### src/rtl/la_cmd_sequencer.sv
// Host command sequencer for the logic analyzer: assembles 9-byte UART packets,
// updates config registers, issues control pulses and returns 8-byte responses.
module la_cmd_sequencer #(
    parameter int unsigned TIMEOUT_CYCLES = 1000000,
    parameter logic [63:0] TRIG_CFG_RST   = 64'h0,
    parameter logic [63:0] BUFF_CFG_RST   = 64'h0
) (
    input  logic        clk,
    input  logic        reset,
    input  logic [7:0]  rx_data,
    input  logic        rx_data_present,
    output logic        rx_read,
    output logic [7:0]  tx_data,
    output logic        tx_write,
    input  logic        tx_full,
    output logic [63:0] trig_cfg,
    output logic [63:0] buff_cfg,
    input  logic [63:0] trace_size,
    input  logic [63:0] trig_sample,
    output logic        start_pulse,
    output logic        abort_pulse,
    output logic        logcap_reset_pulse,
    output logic        trace_read_pulse,
    input  logic        trace_done,
    output logic        busy,
    output logic        cmd_error
);

    localparam int unsigned TW =
        (TIMEOUT_CYCLES < 2) ? 1 : $clog2(TIMEOUT_CYCLES + 1);
    localparam logic [TW-1:0] TMO_MAX = TW'(TIMEOUT_CYCLES);

    typedef enum logic [1:0] {
        S_RX,
        S_EXEC,
        S_TX,
        S_TRACE
    } state_t;

    state_t        state;
    state_t        state_nxt;
    logic [3:0]    byte_cnt;
    logic [TW-1:0] tmo_cnt;
    logic [7:0]    opcode;
    logic [63:0]   payload;
    logic [63:0]   resp;
    logic [2:0]    tx_cnt;
    logic          rd_prev;
    logic          tx_prev;

    logic          tmo_hit;
    logic          ex_start;
    logic          ex_abort;
    logic          ex_lcr;
    logic          ex_trace;
    logic          ex_err;
    logic          ex_trig_wr;
    logic          ex_buff_wr;
    logic          ex_resp_ld;
    logic [63:0]   ex_resp_val;

    always_ff @(posedge clk) begin
        if (reset) begin
            state <= S_RX;
        end else begin
            state <= state_nxt;
        end
    end

    always_comb begin
        state_nxt   = state;
        rx_read     = 1'b0;
        tx_write    = 1'b0;
        tmo_hit     = 1'b0;
        ex_start    = 1'b0;
        ex_abort    = 1'b0;
        ex_lcr      = 1'b0;
        ex_trace    = 1'b0;
        ex_err      = 1'b0;
        ex_trig_wr  = 1'b0;
        ex_buff_wr  = 1'b0;
        ex_resp_ld  = 1'b0;
        ex_resp_val = 64'h0;
        case (state)
            S_RX: begin
                tmo_hit = (byte_cnt != 4'd0) && (tmo_cnt == TMO_MAX);
                // FIFO flag lags one cycle, so never read back-to-back
                rx_read = rx_data_present && !rd_prev && !tmo_hit;
                if (rx_read && byte_cnt == 4'd8) begin
                    state_nxt = S_EXEC;
                end
            end
            S_EXEC: begin
                state_nxt = S_RX;
                case (opcode)
                    8'h01: ex_start   = 1'b1;
                    8'h02: ex_abort   = 1'b1;
                    8'h03: ex_trig_wr = 1'b1;
                    8'h04: ex_buff_wr = 1'b1;
                    8'h09: ex_lcr     = 1'b1;
                    8'h05: begin
                        ex_trace  = 1'b1;
                        state_nxt = S_TRACE;
                    end
                    8'h06: begin
                        ex_resp_ld  = 1'b1;
                        ex_resp_val = trace_size;
                        state_nxt   = S_TX;
                    end
                    8'h07: begin
                        ex_resp_ld  = 1'b1;
                        ex_resp_val = trig_sample;
                        state_nxt   = S_TX;
                    end
                    8'h0A: begin
                        ex_resp_ld  = 1'b1;
                        ex_resp_val = buff_cfg;
                        state_nxt   = S_TX;
                    end
                    8'h0B: begin
                        ex_resp_ld  = 1'b1;
                        ex_resp_val = trig_cfg;
                        state_nxt   = S_TX;
                    end
                    default: ex_err = 1'b1;
                endcase
            end
            S_TX: begin
                tx_write = !tx_full && !tx_prev;
                if (tx_write && tx_cnt == 3'd7) begin
                    state_nxt = S_RX;
                end
            end
            S_TRACE: begin
                if (trace_done) begin
                    state_nxt = S_RX;
                end
            end
            default: state_nxt = S_RX;
        endcase
        if (reset) begin
            rx_read  = 1'b0;
            tx_write = 1'b0;
        end
    end

    assign tx_data = tx_write ? resp[7:0] : 8'h00;
    assign busy    = !(state == S_RX && byte_cnt == 4'd0);

    always_ff @(posedge clk) begin
        if (reset) begin
            byte_cnt           <= 4'd0;
            tmo_cnt            <= '0;
            opcode             <= 8'h00;
            payload            <= 64'h0;
            resp               <= 64'h0;
            tx_cnt             <= 3'd0;
            rd_prev            <= 1'b0;
            tx_prev            <= 1'b0;
            trig_cfg           <= TRIG_CFG_RST;
            buff_cfg           <= BUFF_CFG_RST;
            start_pulse        <= 1'b0;
            abort_pulse        <= 1'b0;
            logcap_reset_pulse <= 1'b0;
            trace_read_pulse   <= 1'b0;
            cmd_error          <= 1'b0;
        end else begin
            rd_prev            <= rx_read;
            tx_prev            <= tx_write;
            start_pulse        <= ex_start;
            abort_pulse        <= ex_abort;
            logcap_reset_pulse <= ex_lcr;
            trace_read_pulse   <= ex_trace;
            cmd_error          <= ex_err | tmo_hit;

            if (rx_read) begin
                tmo_cnt <= '0;
                if (byte_cnt == 4'd0) begin
                    opcode <= rx_data;
                end else begin
                    payload <= {rx_data, payload[63:8]};
                end
                byte_cnt <= (byte_cnt == 4'd8) ? 4'd0 : byte_cnt + 4'd1;
            end else if (tmo_hit) begin
                byte_cnt <= 4'd0;
                tmo_cnt  <= '0;
            end else if (state == S_RX && byte_cnt != 4'd0) begin
                tmo_cnt <= tmo_cnt + 1'b1;
            end

            if (ex_trig_wr) begin
                trig_cfg <= payload;
            end
            if (ex_buff_wr) begin
                buff_cfg <= payload;
            end
            // Response shifts out LSB first
            if (ex_resp_ld) begin
                resp   <= ex_resp_val;
                tx_cnt <= 3'd0;
            end else if (tx_write) begin
                resp   <= {8'h00, resp[63:8]};
                tx_cnt <= tx_cnt + 3'd1;
            end
        end
    end

endmodule

### config.mk
export PLATFORM = sky130hd
export DESIGN_NAME = la_cmd_sequencer
export DESIGN_NICKNAME = d
export VERILOG_FILES = /design/src/rtl/la_cmd_sequencer.sv
export SDC_FILE = /design/constraint.sdc
export NUM_CORES = 1
export LEC_CHECK = 0
export BUFFER_PORTS_ARGS = -buffer_cell sky130_fd_sc_hd__buf_2
export CORE_MARGIN = 4
export CORE_UTILIZATION = 40
export DETAILED_ROUTE_END_ITERATION = 12
export PLACE_DENSITY_LB_ADDON = 0.2
export SLEW_MARGIN = 0
export SYNTH_ARGS = -nofsm -noshare
export SYNTH_HDL_FRONTEND = slang
export SYNTH_SLANG_ARGS = --single-unit
export TNS_END_PERCENT = 20
### constraint.sdc
create_clock -name clk -period 2.7 [get_ports clk]
set_input_delay 0.54 -clock clk [delete_from_list [all_inputs] [get_ports clk]]
set_output_delay 0.54 -clock clk [all_outputs]
set_load 0.01 [all_outputs]
==> run summary, run 1 <==
## Outcome
- outcome: complete, no violations

## Synthesis
- synthesized instance count: 1611
- Post-synth EDFFs: 0
- mean cell area of the mapped netlist: 8.37 um^2
- area fraction of the dominant cell type after synthesis: 44.6%
- top post-synthesis cells by area: sky130_fd_sc_hd__dfxtp_1 (45%), sky130_fd_sc_hd__mux2i_1 (9.7%), sky130_fd_sc_hd__nand2_1 (9.3%)
- Synth warnings: 0
- sequential area share after synthesis: 44.6%
- post-synth net total: 1758
- number of library cell types mapped by synthesis: 56
- netlist area before placement: 0.0135 mm^2
- most instantiated flip-flop cell in the synthesis netlist: sky130_fd_sc_hd__dfxtp_1
- async set or reset register ratio after synthesis: 0%
- register bit count reported by yosys: 300
- largest area contributor in the synthesized netlist: sky130_fd_sc_hd__dfxtp_1

## Floorplan
- effective utilization at floorplan: 41.0%
- area enclosed by the die boundary: 0.0367 mm^2
- Placeable Area: 0.0329 mm^2
- Die Span X: 192 um
- number of top-level design ports: 285
- Rows: 66
- Die Height: 192 um

## Layout
- sequential cell area: 0.00601 mm^2
- share of cells above drive strength 1: 23.2%
- antenna cell count: 0
- layout filler cell count: 3253
- Final Net Count: 1982
- layout-stage area growth over the synthesis result: 23.5%
- area taken by multi-input logic gates: 0.00668 mm^2
- highest-count cells in the layout ignoring fill and taps: sky130_fd_sc_hd__nand2_1 (333), sky130_fd_sc_hd__dfxtp_1 (298), sky130_fd_sc_hd__buf_2 (283)
- leading cell type in the layout, fill and taps excluded: sky130_fd_sc_hd__nand2_1

## Detailed routing
- detail-routed via count per cell: 5.49
- overall via count from detail_route: 12600
- final WL: 44500 um
- remaining design rule violation count: 0
- remaining antenna violation count: 0
- Routed WL per cell: 19.3 um
- length of the first detailed-routing pass in iterations: 5
- first-iteration detailed-routing DRC count: 931

## Critical path
- Max FO, Critical Path: 4
- crit path cell chain: inv_1, ha_2, or3b_4, nand4b_1, o21ai_4, inv_2, buf_2
- reg2reg start: opcode[2]
- destination of the worst register-to-register timing path: resp[31]
- type of element launching the critical path: flip-flop
- Slowest Stage Delay on Critical Path: 400 ps
- worst endpoint required time: 2160 ps
- slack of the worst reg-to-reg path: 420 ps
- Setup crit end kind: primary output
- slowest stage cell on the critical path: sky130_fd_sc_hd__or3b_4
- Critical Path Source: byte_cnt[0]
- critical path class: flip-flop to primary output
- worst path arrival time: 2060 ps
- cells on worst reg2reg path: 5

## Power
- Final Total Pwr: 10200 uW
- total internal power: 7840 uW
- clock network fraction of total power: 48.1%
- Net Sw Power: 2380 uW
- leakage power of the design: 0.00668 uW
- switching share of power: 23.3%
- Flop pwr share: 44.0%
- proportion of power drawn by combinational gates: 7.9%
- PD cells: 614 mW/mm^2
- Peak VDD IR: 0.412 mV

## STA
- normalized max-slew margin: 32.8%
- worst hold slack: 266 ps
- achievable frequency: 0.385 GHz
- number of slew-limit violations in the final report: 0
- final hold vios: 0
- Final Skew: 11.3 ps
- measured slew at the worst slew-check pin: 1010 ps
- setup-violating endpoint count in the final report: 0
- final worst slack: 105 ps
- Min Clock Period, post-route: 2600 ps
- portion of the clock cycle consumed by the worst path in the final layout: 96.1%
- setup total negative slack: 0 ps
- unrepaired setup endpoints after global routing: false

## Hold path
- worst hold start: rx_data[4]
- Worst Hold Path Cells: 3
- Hold Path Sink: opcode[4]
- class of the tightest hold or removal check: primary input to flip-flop

## Clock network
- Clock transition at path regs: 60 ps
- TritonCTS clock tree: yes
- Sinks on Clock Net: 300
- maximum level of the CTS H-tree: 2
- clock insertion delay at the later pin of the skew report: 500 ps
- Inserted Clock Buffers: 34
- clock root cell: sky130_fd_sc_hd__clkbuf_16
- maximum clock insertion buffer count: 3
- number of buffers added to fix hold violations after cts: 0

## GRT
- total congestion overflow after global routing: 0
- wire length of the first global-routing pass: 68300 um
- global-route usage over all layers: 23.2%
- number of global-route vias before repair: 12100
- initial antenna violation count: 0
- largest net degree at the start of global routing: 169

## Place
- DP HPWL: 30100 um
- number of buffers added on ports: 284
- GPL Wtd Cong: 0.819
- Post-Place Worst Slack: 177 ps

## Job
- number of maximum-capacitance constraint violations: 0

layout make-up:
class | instances | share of cell area, %
Tap cell | 442 | 3.32
Inverter | 86 | 1.94
Sequential cell | 300 | 36.1
Multi-Input combinational cell | 1084 | 40.1
Clock inverter | 8 | 0.691
Timing Repair Buffer | 329 | 11.2
Clock buffer | 54 | 6.61
metal layers:
| layer | global-route usage (%) | up-vias | routed length [um] |
|---|---|---|---|
| met3 | 4.03 | 55 | 2970 |
| li1 | - | 6114 | - |
| met1 | 31.5 | 6082 | 19700 |
| met2 | 38.7 | 392 | 21000 |
| met5 | 0 | - | 0 |
| met4 | 5.61 | 0 | 850 |
power groups by stage:
stage	Combinational (uW)	Clock, uW	Sequential [uW]
after floorplan	495	0	4570
final	807	4910	4500
after global routing	875	5170	4500
after global placement	798	0	4590
after CTS	808	4990	4500
after detailed placement	802	0	4600
cell usage after synthesis (4+ instances only):
cell                         n
sky130_fd_sc_hd__a221oi_1   55
sky130_fd_sc_hd__dfxtp_1   300
sky130_fd_sc_hd__nand4_1     5
sky130_fd_sc_hd__nand2b_1   12
sky130_fd_sc_hd__nor4_1      4
sky130_fd_sc_hd__ha_1        6
sky130_fd_sc_hd__mux2i_1   130
sky130_fd_sc_hd__o32ai_1    64
sky130_fd_sc_hd__and2_1      8
sky130_fd_sc_hd__o22ai_1    12
sky130_fd_sc_hd__a211oi_1   11
sky130_fd_sc_hd__nand2_1   333
sky130_fd_sc_hd__nor2b_1     4
sky130_fd_sc_hd__nor2_1     94
sky130_fd_sc_hd__a31o_1     24
sky130_fd_sc_hd__xnor2_1    12
sky130_fd_sc_hd__a21oi_1   183
sky130_fd_sc_hd__a311oi_1   11
sky130_fd_sc_hd__buf_2      37
sky130_fd_sc_hd__nand3_1    13
sky130_fd_sc_hd__xor2_1      7
sky130_fd_sc_hd__clkbuf_1  100
sky130_fd_sc_hd__a31o_2     19
sky130_fd_sc_hd__inv_1      86
sky130_fd_sc_hd__nor3_1     14
sky130_fd_sc_hd__o21ai_1     4
sky130_fd_sc_hd__o21ai_0    21
per-stage QoR:
stage                     std cells  util [%]  cell area, um^2
after CTS                      2301      50.6            16600
final                          2303      50.7            16700
after detailed placement       2238      46.8            15400
after global routing           2303      50.7            16700
after global placement         2238      46.8            15400
after floorplan                1611         -            13500
worst max path at each step:
stage / to / slack [ps]
final: rx_read / 100
after global routing: rx_read / 0.9
after CTS: tx_data[3] / 50
after detailed placement: tx_data[3] / 180
after global placement: tx_data[6] / 230
after floorplan: tx_data[0] / 400
cell families after synthesis:
logic type,after synthesis,synth area share [%]
AND/OR/NAND/NOR,517,16.7
AO/OA/AOI/OAI,411,20.5
flip-flops,300,44.6
buffers and inverters,227,6.72
multiplexers,131,9.74
XOR/XNOR,19,1.23
adder cells (fa/ha/maj),6,0.557
critical path: cells and delay by family, from the launching register on:
family / cells / cell delay [ps]
DFF: 1 / 330
and+or+nand+nor: 2 / 580
adders and majority gates: 1 / 210
AOI/OAI and AO/OA: 1 / 100
buffers and inverters: 3 / 330
flip-flops by register name (all words and copies together) (netlist names):
register / flops
buff_cfg: 64
payload: 64
resp: 64
trig_cfg: 64
tmo_cnt: 20
opcode: 8
byte_cnt: 4
tx_cnt: 3
state: 2
abort_pulse: 1
cmd_error: 1
logcap_reset_pulse: 1
rd_prev: 1
start_pulse: 1
trace_read_pulse: 1
tx_prev: 1
repair_timing:
action,4_1_cts,5_1_grt
pin swaps,0,1
gates resized for setup,6,1
endpoints found under the setup margin,10,9
hold endpoints to repair,0,0
setup buffers,1,2
(Power assumes the default switching activity.)
==> run 2, diff against run 1 <==
--- a/config.mk
+++ b/config.mk
@@ -6,6 +6,7 @@
 export NUM_CORES = 1
 export LEC_CHECK = 0
 export BUFFER_PORTS_ARGS = -buffer_cell sky130_fd_sc_hd__buf_2
+export CORE_ASPECT_RATIO = 0.6
 export CORE_MARGIN = 4
 export CORE_UTILIZATION = 40
 export DETAILED_ROUTE_END_ITERATION = 12
==> constraint.sdc (replaced) <==
create_clock -name clk -period 2.3 [get_ports clk]
set_input_delay 0.46 -clock clk [delete_from_list [all_inputs] [get_ports clk]]
set_output_delay 0.46 -clock clk [all_outputs]
set_load 0.01 [all_outputs]
==> run summary, run 2 (synthesized netlist as in run 1, its figures left out) <==
## Outcome
- outcome: complete, but fails checks
- violations in the final reports: setup timing

## Layout
- area taken by multi-input logic gates: 0.00672 mm^2, +0.52%
- final cell area excluding filler cells: 0.0169 mm^2, +1.6%
- highest-count cells in the layout ignoring fill and taps: sky130_fd_sc_hd__nand2_1 (333), sky130_fd_sc_hd__dfxtp_1 (294), sky130_fd_sc_hd__buf_2 (275)
- layout filler cell count: 3147, -3.3%
- layout-stage area growth over the synthesis result: 25.5%
- Final Instance Count excl. Fillers: 2323, +0.87%
- share of cells above drive strength 1: 24.7%, +1.5 points
- sequential cell area: 0.00602 mm^2, +0.17%
- antenna cell count: 0, unchanged
- fraction of the core area covered by cells at the end of the flow: 51.6%, +0.92 points
- Final Net Count: 1997, +0.76%
- leading cell type in the layout, fill and taps excluded: sky130_fd_sc_hd__nand2_1

## Power
- Peak VDD IR: 0.630 mV, +53%
- total internal power: 8750 uW, +12%
- proportion of power drawn by combinational gates: 9.1%, +1.2 points
- Net Sw Power: 2780 uW, +17%
- PD cells: 682 mW/mm^2, +11%
- Flop pwr share: 45.7%, +1.7 points
- leakage power of the design: 0.00677 uW, +1.4%
- clock network fraction of total power: 45.2%, -2.9 points
- switching share of power: 24.1%, +0.86 points

## Clock network
- Clock transition at path regs: 60 ps, about the same
- TritonCTS clock tree: yes
- clock insertion delay at the later pin of the skew report: 560 ps, +60 ps
- maximum clock insertion buffer count: 3, unchanged
- number of buffers added to fix hold violations after cts: 0, unchanged
- Sinks on Clock Net: 300, unchanged
- maximum level of the CTS H-tree: 1, -1
- clock root cell: sky130_fd_sc_hd__clkbuf_16
- Inserted Clock Buffers: 29, -15%

## STA
- achievable frequency: 0.416 GHz
- Min Clock Period, post-route: 2400 ps
- Final Skew: 15.4 ps, +4.10 ps
- setup-violating endpoint count in the final report: 10, +10
- measured slew at the worst slew-check pin: 1060 ps, +48.3 ps
- final hold vios: 0, unchanged
- final worst slack: -104 ps, -209 ps
- normalized max-slew margin: 29.6%, -3.2 points
- setup total negative slack: -872 ps, -872 ps
- number of slew-limit violations in the final report: 0, unchanged
- portion of the clock cycle consumed by the worst path in the final layout: 105%
- unrepaired setup endpoints after global routing: true

## Critical path
- cells on worst reg2reg path: 9, +4
- worst path arrival time: 1940 ps, -120 ps
- worst endpoint required time: 1840 ps, -320 ps
- critical path class: flip-flop to primary output
- reg2reg start: byte_cnt[0]
- destination of the worst register-to-register timing path: byte_cnt[3]
- type of element launching the critical path: flip-flop
- slack of the worst reg-to-reg path: 100 ps, -320 ps
- Max FO, Critical Path: 4, unchanged
- Setup crit end kind: primary output

## Hold path
- class of the tightest hold or removal check: primary input to flip-flop
- worst hold start: rx_data[6]
- Worst Hold Path Cells: 3, unchanged
- Hold Path Sink: opcode[6]

## Place
- number of buffers added on ports: 284, unchanged
- GPL Wtd Cong: 0.851, +4.0%
- DP HPWL: 32400 um, +7.6%
- Post-Place Worst Slack: 58.2 ps, -119 ps
- Post-Place Cells: 2259, +0.94%
- Cell Area, Placed: 0.0157 mm^2, +1.7%

## Floorplan
- area enclosed by the die boundary: 0.0368 mm^2, +0.26%
- Rows: 51, -23%
- Die Span X: 245 um, +28%
- Placeable Area: 0.0328 mm^2, -0.21%
- Die Height: 150 um, -22%
- number of top-level design ports: 285, unchanged
- effective utilization at floorplan: 41.1%, +0.084 points

## Detailed routing
- detail-routed via count per cell: 5.51, +0.31%
- Routed WL per cell: 20.1 um, +4.1%
- M1 WL: 22100 um, +12%
- Routed met2 length: 20300 um, -3.5%
- first-iteration detailed-routing DRC count: 1161, +25%
- remaining antenna violation count: 0, unchanged
- overall via count from detail_route: 12800, +1.2%
- remaining design rule violation count: 0, unchanged
- top metal layer carrying routed signals: met4
- met3 wire len: 3550 um, +20%
- length of the first detailed-routing pass in iterations: 5, unchanged
- final WL: 46800 um, +5.0%

## GRT
- total congestion overflow after global routing: 0, unchanged
- number of global-route vias before repair: 12000, -1.4%
- global-route usage over all layers: 24.1%, +0.89 points
- wire length of the first global-routing pass: 70400 um, +3.1%
- initial antenna violation count: 1, +1
- largest net degree at the start of global routing: 110, -35%

## Job
- number of maximum-capacitance constraint violations: 0, unchanged

run 2: what timing repair did:
item,CTS,global route
gates resized for setup,14,27
endpoints found under the hold margin,0,0
cloned,1,0
pin swaps,1,7
endpoints found under the setup margin,10,58
buffers inserted,4,5
run 2: cell type report:
| cell class | instances | share of cell area, % |
|---|---|---|
| timing repair buffer | 349 | 13.3 |
| multi-input combinational | 1084 | 39.7 |
| clock buffer | 42 | 5.24 |
| tap | 450 | 3.33 |
| sequential | 300 | 35.6 |
| inverter | 86 | 1.91 |
| clock inverter | 12 | 0.984 |
run 2: through the flow:
step / power [uW] / hold slack [ps]
floorplan: 5940 / 444
global placement: 6400 / 457
detailed placement: 6410 / 463
CTS: 11600 / 113
global route: 11900 / 135
finish: 11500 / 125
run 2: metal layers:
metal / vias up / global-route usage (%)
met5: - / 0
met4: 0 / 4.90
met3: 51 / 5.22
met2: 466 / 36.3
met1: 6128 / 35.7
li1: 6147 / -
run 2: worst max-delay path: stages, from the launching register on:
cell and delay, ps:
sky130_fd_sc_hd__dfxtp_2 330, sky130_fd_sc_hd__inv_2 80, sky130_fd_sc_hd__ha_4 150, sky130_fd_sc_hd__or3b_4 390
sky130_fd_sc_hd__nand4b_1 190, sky130_fd_sc_hd__o21ai_4 70, sky130_fd_sc_hd__inv_2 80, sky130_fd_sc_hd__buf_6 100
run 2: power groups by stage:
| stage | sequential [uW] | clock, uW | combinational, uW |
|---|---|---|---|
| floorplan | 5360 | 0 | 581 |
| global placement | 5380 | 0 | 1010 |
| detailed placement | 5380 | 0 | 1020 |
| CTS | 5270 | 5280 | 1040 |
| global route | 5270 | 5520 | 1130 |
| finish | 5270 | 5210 | 1050 |
run 2: worst max-delay path by stage:
stage | startpoint | end | slack [ps] | cells past startpoint
after detailed placement | byte_cnt[0] | tmo_cnt[18] | 60 | 8
after global routing | byte_cnt[0] | rx_read | -160 | 7
after global placement | tx_full | tx_data[7] | 90 | 6
final | byte_cnt[0] | rx_read | -100 | 7
after CTS | state[0] | tx_data[0] | -160 | 5
after floorplan | byte_cnt[0] | payload[35] | 110 | 9
==> run 3, diff against run 2 <==
--- a/config.mk
+++ b/config.mk
@@ -8,7 +8,7 @@
 export BUFFER_PORTS_ARGS = -buffer_cell sky130_fd_sc_hd__buf_2
 export CORE_ASPECT_RATIO = 0.6
 export CORE_MARGIN = 4
-export CORE_UTILIZATION = 40
+export CORE_UTILIZATION = 34
 export DETAILED_ROUTE_END_ITERATION = 12
 export PLACE_DENSITY_LB_ADDON = 0.2
 export SLEW_MARGIN = 0
==> run summary, run 3 (synthesized netlist as in run 1, its figures left out) <==
## Layout
- antenna cell count: 0, unchanged
- sequential cell area: 0.00602 mm^2, about the same
- highest-count cells in the layout ignoring fill and taps: sky130_fd_sc_hd__nand2_1 (333), sky130_fd_sc_hd__dfxtp_1 (292), sky130_fd_sc_hd__buf_2 (276)
- layout-stage area growth over the synthesis result: 26.4%
- area taken by multi-input logic gates: 0.00673 mm^2, +0.20%
- leading cell type in the layout, fill and taps excluded: sky130_fd_sc_hd__nand2_1
- layout filler cell count: 3968, +26%
- Final Net Count: 2005, +0.40%
- share of cells above drive strength 1: 24.8%, +0.12 points

## Clock network
- clock root cell: sky130_fd_sc_hd__clkbuf_16
- Inserted Clock Buffers: 30, +3.4%
- maximum clock insertion buffer count: 3, unchanged
- maximum level of the CTS H-tree: 1, unchanged
- TritonCTS clock tree: yes
- Sinks on Clock Net: 300, unchanged
- number of buffers added to fix hold violations after cts: 0, unchanged
- clock insertion delay at the later pin of the skew report: 570 ps, about the same
- Clock transition at path regs: 70 ps, about the same

## Place
- DP HPWL: 33500 um, +3.4%
- number of buffers added on ports: 284, unchanged
- GPL Wtd Cong: 0.843, -0.90%

## STA
- final worst slack: -107 ps, -3.36 ps
- normalized max-slew margin: 52.2%, +23 points
- portion of the clock cycle consumed by the worst path in the final layout: 105%, +0.15 points
- setup total negative slack: -950 ps, -78.0 ps
- unrepaired setup endpoints after global routing: true
- final hold vios: 0, unchanged
- measured slew at the worst slew-check pin: 717 ps, -339 ps
- Final Skew: 21.7 ps, +6.27 ps
- number of slew-limit violations in the final report: 0, unchanged
- setup-violating endpoint count in the final report: 10, unchanged
- worst hold slack: 124 ps, -1.36 ps
- achievable frequency: 0.415 GHz, -0.14%
- Min Clock Period, post-route: 2410 ps, +3.36 ps

## Power
- leakage power of the design: 0.00678 uW, +0.17%
- PD cells: 663 mW/mm^2, -2.8%
- switching share of power: 25.1%, +0.92 points
- proportion of power drawn by combinational gates: 9.6%, +0.5 points
- Peak VDD IR: 0.480 mV, -24%
- total internal power: 8460 uW, -3.3%
- Flop pwr share: 46.7%, +1.0 points
- Net Sw Power: 2830 uW, +1.6%
- Final Total Pwr: 11300 uW, -2.1%
- clock network fraction of total power: 43.7%, -1.5 points

## Detailed routing
- first-iteration detailed-routing DRC count: 1072, -7.7%
- remaining antenna violation count: 0, unchanged
- Routed WL per cell: 20.2 um, +0.38%
- overall via count from detail_route: 12800, +0.023%
- length of the first detailed-routing pass in iterations: 7, +2
- remaining design rule violation count: 0, unchanged
- detail-routed via count per cell: 5.33, -3.3%
- final WL: 48500 um, +3.8%

## Job
- number of maximum-capacitance constraint violations: 0, unchanged

## Floorplan
- Placeable Area: 0.0391 mm^2, +19%
- area enclosed by the die boundary: 0.0430 mm^2, +17%
- effective utilization at floorplan: 34.5%, -6.6 points
- Die Height: 162 um, +8.0%
- number of top-level design ports: 285, unchanged
- Rows: 56, +9.8%
- Die Span X: 265 um, +8.2%

## Critical path
- worst endpoint required time: 1840 ps, about the same
- Setup crit end kind: primary output
- worst path arrival time: 1950 ps, about the same
- Max FO, Critical Path: 5, +1
- type of element launching the critical path: flip-flop
- critical path class: flip-flop to primary output

## GRT
- global-route usage over all layers: 21.5%, -2.6 points
- wire length of the first global-routing pass: 73300 um, +4.2%
- number of global-route vias before repair: 12000, +0.71%
- total congestion overflow after global routing: 0, unchanged
- initial antenna violation count: 1, unchanged
- largest net degree at the start of global routing: 145, +32%

## Hold path
- class of the tightest hold or removal check: primary input to flip-flop

## Outcome
- outcome: complete, but fails checks
- violations in the final reports: setup timing

## run 3: cell types whose count changed in the layout (fill, tap and decap cells not counted), moves of 2 or more
cell / before / now
sky130_fd_sc_hd__bufinv_16: 4 / 1
sky130_fd_sc_hd__dfxtp_1: 294 / 292
sky130_fd_sc_hd__buf_4: 40 / 45
sky130_fd_sc_hd__clkbuf_8: 10 / 8
sky130_fd_sc_hd__dfxtp_2: 3 / 7
sky130_fd_sc_hd__buf_12: 21 / 25
sky130_fd_sc_hd__clkbuf_1: 3 / 8
sky130_fd_sc_hd__dfxtp_4: 3 / 1
sky130_fd_sc_hd__buf_6: 12 / 9
## run 3: critical path: stages (launching register included)
cell and delay (ps):
sky130_fd_sc_hd__dfxtp_2 330, sky130_fd_sc_hd__or4b_4 540, sky130_fd_sc_hd__nor2_4 150, sky130_fd_sc_hd__buf_6 140, sky130_fd_sc_hd__and2_4 140, sky130_fd_sc_hd__buf_6 90
## run 3: area by class of cell
cell class,count,share of cell area (%)
multi-input combinational,1084,39.5
sequential,300,35.3
timing repair buffer,356,13.7
clock buffer,46,5.29
tap,522,3.83
inverter,86,1.89
clock inverter,8,0.470
## run 3: power by group through the flow
stage          clock (uW)  sequential [uW]  combinational (uW)
2_1_floorplan           0             5360                 581
3_3_place_gp            0             5390                1050
3_5_place_dp            0             5390                1050
4_1_cts              5040             5270                1080
5_1_grt              5250             5280                1170
6_report             4930             5270                1090
## run 3: path summary, 6_finish.rpt
kind                start            to  slack [ps]  depth (start not counted)
min            rx_data[6]     opcode[6]         120                          3
max              state[0]    tx_data[3]        -110                          5
max reg2reg   byte_cnt[1]   payload[36]          90                         11
min reg2reg  buff_cfg[60]  buff_cfg[60]         470                          2
## run 3: repair_timing
action,CTS,global route
setup endpoints to repair,10,15
gates resized for setup,30,7
gates cloned,1,0
buffers inserted,8,5
pin swaps,5,5
## run 3: routing by layer
layer	GRT usage (%)	vias up	wire length [um]
li1	-	6161	-
met5	0	-	0
met2	33.0	414	21300
met1	31.9	6176	23200
met3	4.15	44	3350
met4	3.33	0	675
## run 3: metrics by stage
stage	setup slack, ps	utilization (%)	instance area, um^2	cells
after floorplan	107	-	13500	1611
after CTS	-168	43.4	17000	2397
after detailed placement	34.5	40.5	15800	2334
after global routing	-192	43.6	17000	2402
after global placement	87.4	40.5	15800	2334
final	-107	43.6	17000	2402
